## config.mk

```make
export PLATFORM = sky130hd
export DESIGN_NAME = mem_scan_reader_flat
export DESIGN_NICKNAME = d
export VERILOG_FILES = /design/src/rtl/mem_scan_reader_if.sv /design/src/rtl/mem_scan_reader.sv /design/src/flat_wrapper.sv
export SDC_FILE = /design/constraint.sdc
export NUM_CORES = 1
export LEC_CHECK = 0
export ABC_AREA = 1
export BUFFER_PORTS_ARGS = -buffer_cell sky130_fd_sc_hd__buf_2
export CAP_MARGIN = 20
export CELL_PAD_IN_SITES_DETAIL_PLACEMENT = 2
export CELL_PAD_IN_SITES_GLOBAL_PLACEMENT = 2
export CORE_MARGIN = 2
export CORE_UTILIZATION = 34
export DETAILED_ROUTE_END_ITERATION = 10
export GPL_ROUTABILITY_DRIVEN = 0
export PLACE_DENSITY = 0.91
export REMOVE_ABC_BUFFERS = 1
export SYNTH_ARGS = -nofsm -noshare
export SYNTH_HDL_FRONTEND = slang
export SYNTH_SLANG_ARGS = --single-unit
```

## constraint.sdc

```tcl
create_clock -name clk -period 2.2 [get_ports clk]
set_input_delay 0.44 -clock clk [delete_from_list [all_inputs] [get_ports clk]]
set_output_delay 0.44 -clock clk [all_outputs]
set_load 0.01 [all_outputs]
```

## src/rtl/mem_scan_reader_if.sv

```systemverilog
// mem_scan_reader_if: bundles the sweep control, RAM read port and display
// outputs of the memory scan reader.
// master = the reader, slave = top level / RAM / display side.
// With MEM_SCAN_READER_PAUSE_EN defined, the bundle also carries `pause`.
interface mem_scan_reader_if #(
    parameter int AW = 4,
    parameter int DW = 8
);
    logic          start;
    logic          continuous;
    logic [AW-1:0] a;
    logic [DW-1:0] dout;
    logic [AW-1:0] rd_addr;
    logic [DW-1:0] rd_data;
    logic          rd_valid;
    logic          busy;
    logic          done;
    logic [DW-1:0] checksum;
`ifdef MEM_SCAN_READER_PAUSE_EN
    logic          pause;

    modport master (
        input  start, continuous, dout, pause,
        output a, rd_addr, rd_data, rd_valid, busy, done, checksum
    );
    modport slave (
        output start, continuous, dout, pause,
        input  a, rd_addr, rd_data, rd_valid, busy, done, checksum
    );
`else
    modport master (
        input  start, continuous, dout,
        output a, rd_addr, rd_data, rd_valid, busy, done, checksum
    );
    modport slave (
        output start, continuous, dout,
        input  a, rd_addr, rd_data, rd_valid, busy, done, checksum
    );
`endif
endinterface

```

## src/rtl/mem_scan_reader.sv

```systemverilog
// mem_scan_reader: sweeps a synchronous RAM from address 0 to DEPTH-1, holds
// each captured entry on rd_addr/rd_data for DWELL cycles and accumulates an
// 8-bit (DW-bit) checksum of the whole array. `a` is meaningful only while busy.
// Optional feature: define MEM_SCAN_READER_PAUSE_EN to add a `pause` input
// that freezes the dwell countdown while in HOLD.
module mem_scan_reader #(
    parameter int AW    = 4,
    parameter int DW    = 8,
    parameter int DEPTH = 16,
    parameter int DWELL = 25000000
) (
    input  logic                 clk,
    input  logic                 rst_n,
    mem_scan_reader_if.master    bus
);
    localparam int            CW   = (DWELL > 1) ? $clog2(DWELL) : 1;
    localparam logic [AW-1:0] LAST = AW'(DEPTH - 1);

    typedef enum logic [1:0] {
        S_IDLE    = 2'd0,
        S_ISSUE   = 2'd1,
        S_CAPTURE = 2'd2,
        S_HOLD    = 2'd3
    } state_t;

    state_t        state;
    logic [AW-1:0] a_q;
    logic [AW-1:0] rd_addr_q;
    logic [DW-1:0] rd_data_q;
    logic          rd_valid_q;
    logic          busy_q;
    logic          done_q;
    logic [DW-1:0] checksum_q;
    logic [DW-1:0] acc;
    logic [CW-1:0] cnt;
    logic          hold_run;

`ifdef MEM_SCAN_READER_PAUSE_EN
    assign hold_run = ~bus.pause;
`else
    assign hold_run = 1'b1;
`endif

    assign bus.a        = a_q;
    assign bus.rd_addr  = rd_addr_q;
    assign bus.rd_data  = rd_data_q;
    assign bus.rd_valid = rd_valid_q;
    assign bus.busy     = busy_q;
    assign bus.done     = done_q;
    assign bus.checksum = checksum_q;

    // Sweep sequencer: issue address, capture RAM data, dwell, advance or finish.
    always_ff @(posedge clk or negedge rst_n) begin
        if (!rst_n) begin
            state      <= S_IDLE;
            a_q        <= '0;
            rd_addr_q  <= '0;
            rd_data_q  <= '0;
            rd_valid_q <= 1'b0;
            busy_q     <= 1'b0;
            done_q     <= 1'b0;
            checksum_q <= '0;
            acc        <= '0;
            cnt        <= '0;
        end else begin
            done_q <= 1'b0;
            case (state)
                S_IDLE: begin
                    if (bus.start) begin
                        a_q        <= '0;
                        acc        <= '0;
                        rd_valid_q <= 1'b0;
                        busy_q     <= 1'b1;
                        state      <= S_ISSUE;
                    end
                end
                // RAM registers mem[a] on this edge; dout is valid in CAPTURE.
                S_ISSUE: state <= S_CAPTURE;
                S_CAPTURE: begin
                    rd_data_q  <= bus.dout;
                    rd_addr_q  <= a_q;
                    rd_valid_q <= 1'b1;
                    acc        <= acc + bus.dout;
                    cnt        <= CW'(DWELL - 1);
                    state      <= S_HOLD;
                end
                S_HOLD: begin
                    if (hold_run) begin
                        if (cnt != '0) begin
                            cnt <= cnt - CW'(1);
                        end else if (a_q != LAST) begin
                            a_q   <= a_q + AW'(1);
                            state <= S_ISSUE;
                        end else begin
                            // acc already holds the last entry's contribution.
                            checksum_q <= acc;
                            done_q     <= 1'b1;
                            if (bus.continuous) begin
                                a_q   <= '0;
                                acc   <= '0;
                                state <= S_ISSUE;
                            end else begin
                                busy_q <= 1'b0;
                                state  <= S_IDLE;
                            end
                        end
                    end
                end
                default: state <= S_IDLE;
            endcase
        end
    end
endmodule
```

## src/flat_wrapper.sv

```systemverilog
// flat-port wrapper written by rule: the top's interface ports become plain ports
module mem_scan_reader_flat 
#(
    parameter int AW    = 4,
    parameter int DW    = 8,
    parameter int DEPTH = 16,
    parameter int DWELL = 25000000
)
  (clk, rst_n, bus_start, bus_continuous, bus_dout, bus_a, bus_rd_addr, bus_rd_data, bus_rd_valid, bus_busy, bus_done, bus_checksum);
  mem_scan_reader_if #(.AW(AW), .DW(DW)) bus_i ();
  input  logic clk;
  input  logic rst_n;
  input wire logic [$bits(bus_i.start)-1:0] bus_start;
  input wire logic [$bits(bus_i.continuous)-1:0] bus_continuous;
  input wire logic [$bits(bus_i.dout)-1:0] bus_dout;
  output wire logic [$bits(bus_i.a)-1:0] bus_a;
  output wire logic [$bits(bus_i.rd_addr)-1:0] bus_rd_addr;
  output wire logic [$bits(bus_i.rd_data)-1:0] bus_rd_data;
  output wire logic [$bits(bus_i.rd_valid)-1:0] bus_rd_valid;
  output wire logic [$bits(bus_i.busy)-1:0] bus_busy;
  output wire logic [$bits(bus_i.done)-1:0] bus_done;
  output wire logic [$bits(bus_i.checksum)-1:0] bus_checksum;
  assign bus_i.start = bus_start;
  assign bus_i.continuous = bus_continuous;
  assign bus_i.dout = bus_dout;
  assign bus_a = bus_i.a;
  assign bus_rd_addr = bus_i.rd_addr;
  assign bus_rd_data = bus_i.rd_data;
  assign bus_rd_valid = bus_i.rd_valid;
  assign bus_busy = bus_i.busy;
  assign bus_done = bus_i.done;
  assign bus_checksum = bus_i.checksum;
  mem_scan_reader #(.AW(AW), .DW(DW), .DEPTH(DEPTH), .DWELL(DWELL)) u_core (.clk(clk), .rst_n(rst_n), .bus(bus_i));
endmodule
```

==> results of run 1 <==
[critical path: stages, from the launching register on]
cell	delay, ps
dfrtp_1	410
inv_2	140
ha_4	160
inv_1	60
nor2_1	180
nand2_1	140
nor2_4	130
nand3_2	100
nand2_4	150
buf_8	160
nand3_4	140
buf_4	190
o21ai_1	140
[cells in the mapped netlist (2+ instances only)]
library cell and number:
inv_1 50, dfrtp_1 62, buf_1 2, xor2_1 9
nand3_2 3, nand2_2 4, nor2_2 4, clkbuf_1 3
or2_2 2, buf_6 2, o21ai_0 27, ha_1 14
nor2_1 48, nand2_1 189, nand4_1 8, nand3_1 47
o21ai_1 8, buf_4 2, a21oi_1 4
[logic make-up after synthesis]
logic type / share of synthesized area (%)
compound gates: 5.802
xor+xnor: 2.403
fa+ha+maj: 5.355
buf+inv: 7.586
flops: 42.57
simple gates: 36.29
[power groups by stage]
stage               clock, mW  combinational [mW]  sequential, mW
global placement            0               0.139            1.19
global route             1.26               0.189            1.17
detailed placement          0               0.149            1.19
floorplan                   0              0.0741            1.19
finish                   1.22               0.171            1.17
CTS                      1.21               0.166            1.17
[registers in the layout, indices dropped and copies added, names as in the netlist]
register,cells
u_core.cnt,25
u_core.bus.rd_data,8
u_core.bus.busy,1
u_core.bus.a,4
u_core.acc,8
u_core.bus.rd_valid,1
u_core.bus.done,1
u_core.bus.rd_addr,4
u_core.bus.checksum,8
u_core.state,2
[what timing repair did]
action	in CTS	in global routing
endpoints found under the hold margin	0	0
pin swaps	0	1
endpoints found under the setup margin	10	45
resized for setup	2	13
gates cloned	0	1
buffers inserted	2	3
[layer usage]
metal / up-vias / part of all wire (%) / GRT usage, %
met1: 1897 / 41 / 32.35
met4: 0 / 3.7 / 11.90
met3: 39 / 3.0 / 3.874
li1: 1679 / - / -
met5: - / 0 / 0
met2: 93 / 52 / 48.52
[final cells by class]
class / instances / area, µm²
clock buffer: 11 / 151.4
clock inverter: 4 / 70.07
fill: 1213 / 6027
inverter: 52 / 200.2
multi-input combinational: 377 / 1887
sequential: 62 / 1551
tap: 136 / 170.2
timing repair buffer: 50 / 312.8
[stage by stage]
step	std cells	util [%]	hold WS, ps	power (mW)	setup slack (ps)
3_3_place_gp	671	38.63	448.2	1.326	284.7
6_report	692	41.88	64.49	2.560	17.59
3_5_place_dp	671	38.63	459.7	1.338	136.3
5_1_grt	692	41.88	107.8	2.623	-58.29
4_1_cts	688	40.99	104.9	2.547	16.57
2_1_floorplan	490	-	144.4	1.263	77.84
[path summary, 6_finish.rpt]
check                                 startpoint                endpoint  slack [ps]  depth (start not counted)
min                                        rst_n           u_core.cnt[5]          60                          2
max reg2reg                        u_core.cnt[1]           u_core.acc[0]          20                         12
min in group clk                     bus_dout[5]   u_core.bus.rd_data[5]         290                          3
max                                u_core.cnt[1]           u_core.acc[0]          20                         12
max in group asynchronous                  rst_n  u_core.bus.checksum[6]        1830                          2
min reg2reg                u_core.bus.rd_data[5]   u_core.bus.rd_data[5]         480                          2
==> qor.csv, run 1 <==
metric;value;unit
status;complete, no violations;
worst slew pin tran;520.7;ps
Clock Latency Late Sink;380;ps
Worst setup SP type;register;
crit-path max FO;8;
core area;10370;µm²
GRT Total Usage;27.19;%
Final min period;2182;ps
Final period util;99.20;%
Worst Skew;13.83;ps
Starting Density;35.15;%
Post-DRT Antenna Nets;0;
cell internal pwr;1.901;mW
FF+latch count, synth;62;
placed cell areas;4006;µm²
CTS root buf;clkbuf_8;
Hold Fails Final Rpt;0;
logic gate share of total power;6.7;%
Die ar.;11560;µm²
initial DRC count;176;
pwr dens;589.4;nW/µm²
area grow syn2layout;19.16;%
CTS tree;done;
Max Root-Sink Buffers;2;
input/output buffers;38;
Die X;107.5;µm
IO Pins;39;
mapped cell area;3645;µm²
sw frac;25.74;%
synth top area cells;dfrtp_1 (43%), nand2_1 (19%), nand3_1 (6.5%);
Setup CP Type;reg -> reg;
max-slew violations;0;
drt pass-1 iters;4;
sequential fraction of the synthesis area;42.57;%
static leakage;2.338;nW
Critical Path Sink Type;register;
Die Ht;107.5;µm
final WL;15110;µm
syn_area_per_cell;7.275;µm²
Vias;3708;
first-pass GRT wire length;23780;µm
maximum vdd drop;0.2784;mV
Net Switching;658.8;µW
number of synthesized flops with an enable pin;0;
TritonCTS buffer count;9;
commonest non-fill, non-tap cell in the layout;nand2_1;
WL/cell;21.83;µm
CTS HTree Levels;3;
Rows;37;
antenna cells;0;
Post-Syn Instances;501;
Reg power frac;45.7;%
max_slew headroom;65.16;%
Req. time, crit path;2490;ps
WP data arrival;2470;ps
post-DR vias/cell;5.358;
largest net degree at the start of global routing;63;
Synthesis Warnings;0;
count of endpoints failing setup in the final report;0;
DRC viols;0;
clock sink total;62;
Yosys top cell by area;dfrtp_1;
unique cell type count in the Yosys netlist;32;
post-detail-place hpwl;8763;µm
setup TNS;0;ps
fin area;4343;µm²
Clk pwr share;47.6;%
Max Fclk;458.2;MHz
Synth top area share;42.57;%
most frequent cells in the layout;nand2_1 (189), dfrtp_1 (62), inv_1 (48);
hold buffers post-CTS;0;
# Max-Cap Violations;0;
GR Overflow Total;0;
Clk pin slew, worst setup/hold paths;80;ps
top_reg_cell synth;dfrtp_1;
hold crit path type;in -> async;
nets;579;
initial antenna violation count;0;
FFs w/ async S/R, synth;100.0;%
layout cells sized above 1;16.01;%
via count of the first global-routing pass;4229;
Note: power is estimated with default switching activity, not from simulation.
==> run 2, diff against run 1 <==
--- a/config.mk
+++ b/config.mk
@@ -11,11 +11,12 @@
 export CELL_PAD_IN_SITES_DETAIL_PLACEMENT = 2
 export CELL_PAD_IN_SITES_GLOBAL_PLACEMENT = 2
 export CORE_MARGIN = 2
-export CORE_UTILIZATION = 34
+export CORE_UTILIZATION = 36
 export DETAILED_ROUTE_END_ITERATION = 10
 export GPL_ROUTABILITY_DRIVEN = 0
-export PLACE_DENSITY = 0.91
+export PLACE_DENSITY = 0.95
 export REMOVE_ABC_BUFFERS = 1
+export SKIP_CTS_REPAIR_TIMING = 1
 export SYNTH_ARGS = -nofsm -noshare
 export SYNTH_HDL_FRONTEND = slang
 export SYNTH_SLANG_ARGS = --single-unit
==> constraint.sdc (replaced) <==
create_clock -name clk -period 2.8 [get_ports clk]
set_input_delay 0.56 -clock clk [delete_from_list [all_inputs] [get_ports clk]]
set_output_delay 0.56 -clock clk [all_outputs]
set_load 0.01 [all_outputs]
==> run 2 against run 1 <==
Compared with the run above:
- via count is 0.30% lower
- clock-buffer cell count is 3 higher
- core utilization is 0.33 points higher
- die area is 5.3% lower
- power is 27% lower
- non-clock buffer count is 7 lower
- design area is 4.6% lower
- worst hold slack better by 150 ps
- global-route usage is 1.3 points higher
- worst setup slack better by 240 ps
- largest cell class unchanged
- maximum frequency is 14% lower
==> qor.csv, run 2 (same netlist as run 1, synthesis figures left out) <==
metric;value;unit
status;complete, no violations;
# Max-Cap Violations;0;
initial antenna violation count;0;
cell internal pwr;1.384;mW
area grow syn2layout;13.73;%
GRT Total Usage;28.52;%
static leakage;2.273;nW
unrepaired setup endpoints after global routing;false;
commonest non-fill, non-tap cell in the layout;nand2_1;
Die Ht;104.6;µm
Reg2Reg Depth;12;
Net Switching;477.8;µW
count of endpoints failing setup in the final report;0;
initial DRC count;158;
GR Overflow Total;0;
Hold Fails Final Rpt;0;
Largest register FFs;25;
WL/cell;21.73;µm
Post-DRT Antenna Nets;0;
placed cell areas;3963;µm²
Reg power frac;49.4;%
via count of the first global-routing pass;4304;
Clock Latency Late Sink;350;ps
Clk pwr share;43.3;%
Worst Skew;14.93;ps
pwr dens;449.1;nW/µm²
max_slew headroom;57.64;%
drt pass-1 iters;4;
maximum vdd drop;0.1843;mV
most frequent cells in the layout;nand2_1 (189), dfrtp_1 (62), inv_1 (50);
clock sink total;62;
minimum hold slack;212.8;ps
DRC viols;0;
Max Fclk;393.2;MHz
Clk pin slew, worst setup/hold paths;70;ps
Starting Density;37.12;%
FF-to-FF End;u_core.cnt[9];
TritonCTS buffer count;9;
Die ar.;10950;µm²
Req. time, crit path;3050;ps
final WL;14800;µm
Top reg by flops;u_core.cnt;
Worst setup SP type;register;
CP max-delay cell;nand2_2;
first-pass GRT wire length;24090;µm
Final period util;90.84;%
Critical Path Sink Type;register;
CTS HTree Levels;3;
Max Root-Sink Buffers;2;
fin area;4145;µm²
worst slew pin tran;633.1;ps
post-detail-place hpwl;9768;µm
core area;9819;µm²
WP data arrival;2800;ps
antenna cells;0;
CTS root buf;clkbuf_8;
setup TNS;0;ps
nets;571;
CP cell instances;inv_1, ha_1, inv_1, nor2_1, nand2_1, nor2_2, nand3_2, nand2_2, nand2_2, inv_6, nand2_1, o21ai_0;
Layout fillers;1198;
crit-path max FO;29;
layout cells sized above 1;13.14;%
worst r2r src;u_core.cnt[0];
Final min period;2543;ps
hold crit path type;in -> async;
max-slew violations;0;
CTS tree;done;
Setup CP Type;reg -> reg;
sw frac;25.67;%
Vias;3697;
max incr delay on CP;440;ps
Die X;104.6;µm
IO Pins;39;
post-DR vias/cell;5.429;
logic gate share of total power;7.3;%
largest net degree at the start of global routing;30;
Rows;36;
Reg2Reg Setup Slack;260;ps
final core utilization;42.21;%
input/output buffers;38;
[run 2: routing by layer]
metal	wire (µm)	vias up	global-route usage [%]
met3	534	41	5.178
li1	-	1659	-
met2	7710	110	50.61
met1	6012	1887	33.67
met4	539	0	12.29
met5	0	-	0
[run 2: power groups by stage]
stage	Sequential (mW)	Clock, mW	Combinational (mW)
after floorplan	0.934	0	0.0582
after global placement	0.933	0	0.109
after detailed placement	0.935	0	0.124
after CTS	0.919	0.818	0.136
after global routing	0.920	0.847	0.147
final	0.920	0.807	0.135
[run 2: through the flow]
stage / cells / setup WS, ps / power, mW
3_5_place_dp: 666 / 401.0 / 1.059
2_1_floorplan: 490 / 677.8 / 0.9926
3_3_place_gp: 666 / 699.8 / 1.041
4_1_cts: 681 / 251.9 / 1.873
5_1_grt: 681 / 33.95 / 1.915
6_report: 681 / 256.5 / 1.862
[run 2: critical path, delay by kind of cell, from the launching register on]
kind | cells | cell delay, ps
simple gates | 7 | 1300
buf+inv | 3 | 470
flops | 1 | 400
fa+ha+maj | 1 | 180
compound gates | 1 | 90
[run 2: area by class of cell]
type / instances / area (µm²) / area share (%)
repair buffers: 43 / 227.7 / 5.493
clock buffers: 14 / 152.6 / 3.682
clock inverters: 1 / 30.03 / 0.7244
multi-input cells: 376 / 1817 / 43.83
inverters: 52 / 200.2 / 4.829
flip-flops and latches: 62 / 1551 / 37.43
well taps: 133 / 166.4 / 4.014
[run 2: worst max-delay path by stage]
stage                    startpoint        endpoint  slack (ps)  cells after the start
global placement      u_core.cnt[0]  u_core.cnt[15]         700                     11
finish                u_core.cnt[0]   u_core.cnt[9]         260                     12
CTS                   u_core.cnt[0]   u_core.cnt[9]         250                     12
floorplan           u_core.state[0]   u_core.cnt[9]         680                      9
detailed placement    u_core.cnt[0]   u_core.cnt[8]         400                     12
global route          u_core.cnt[0]   u_core.cnt[9]          30                     12
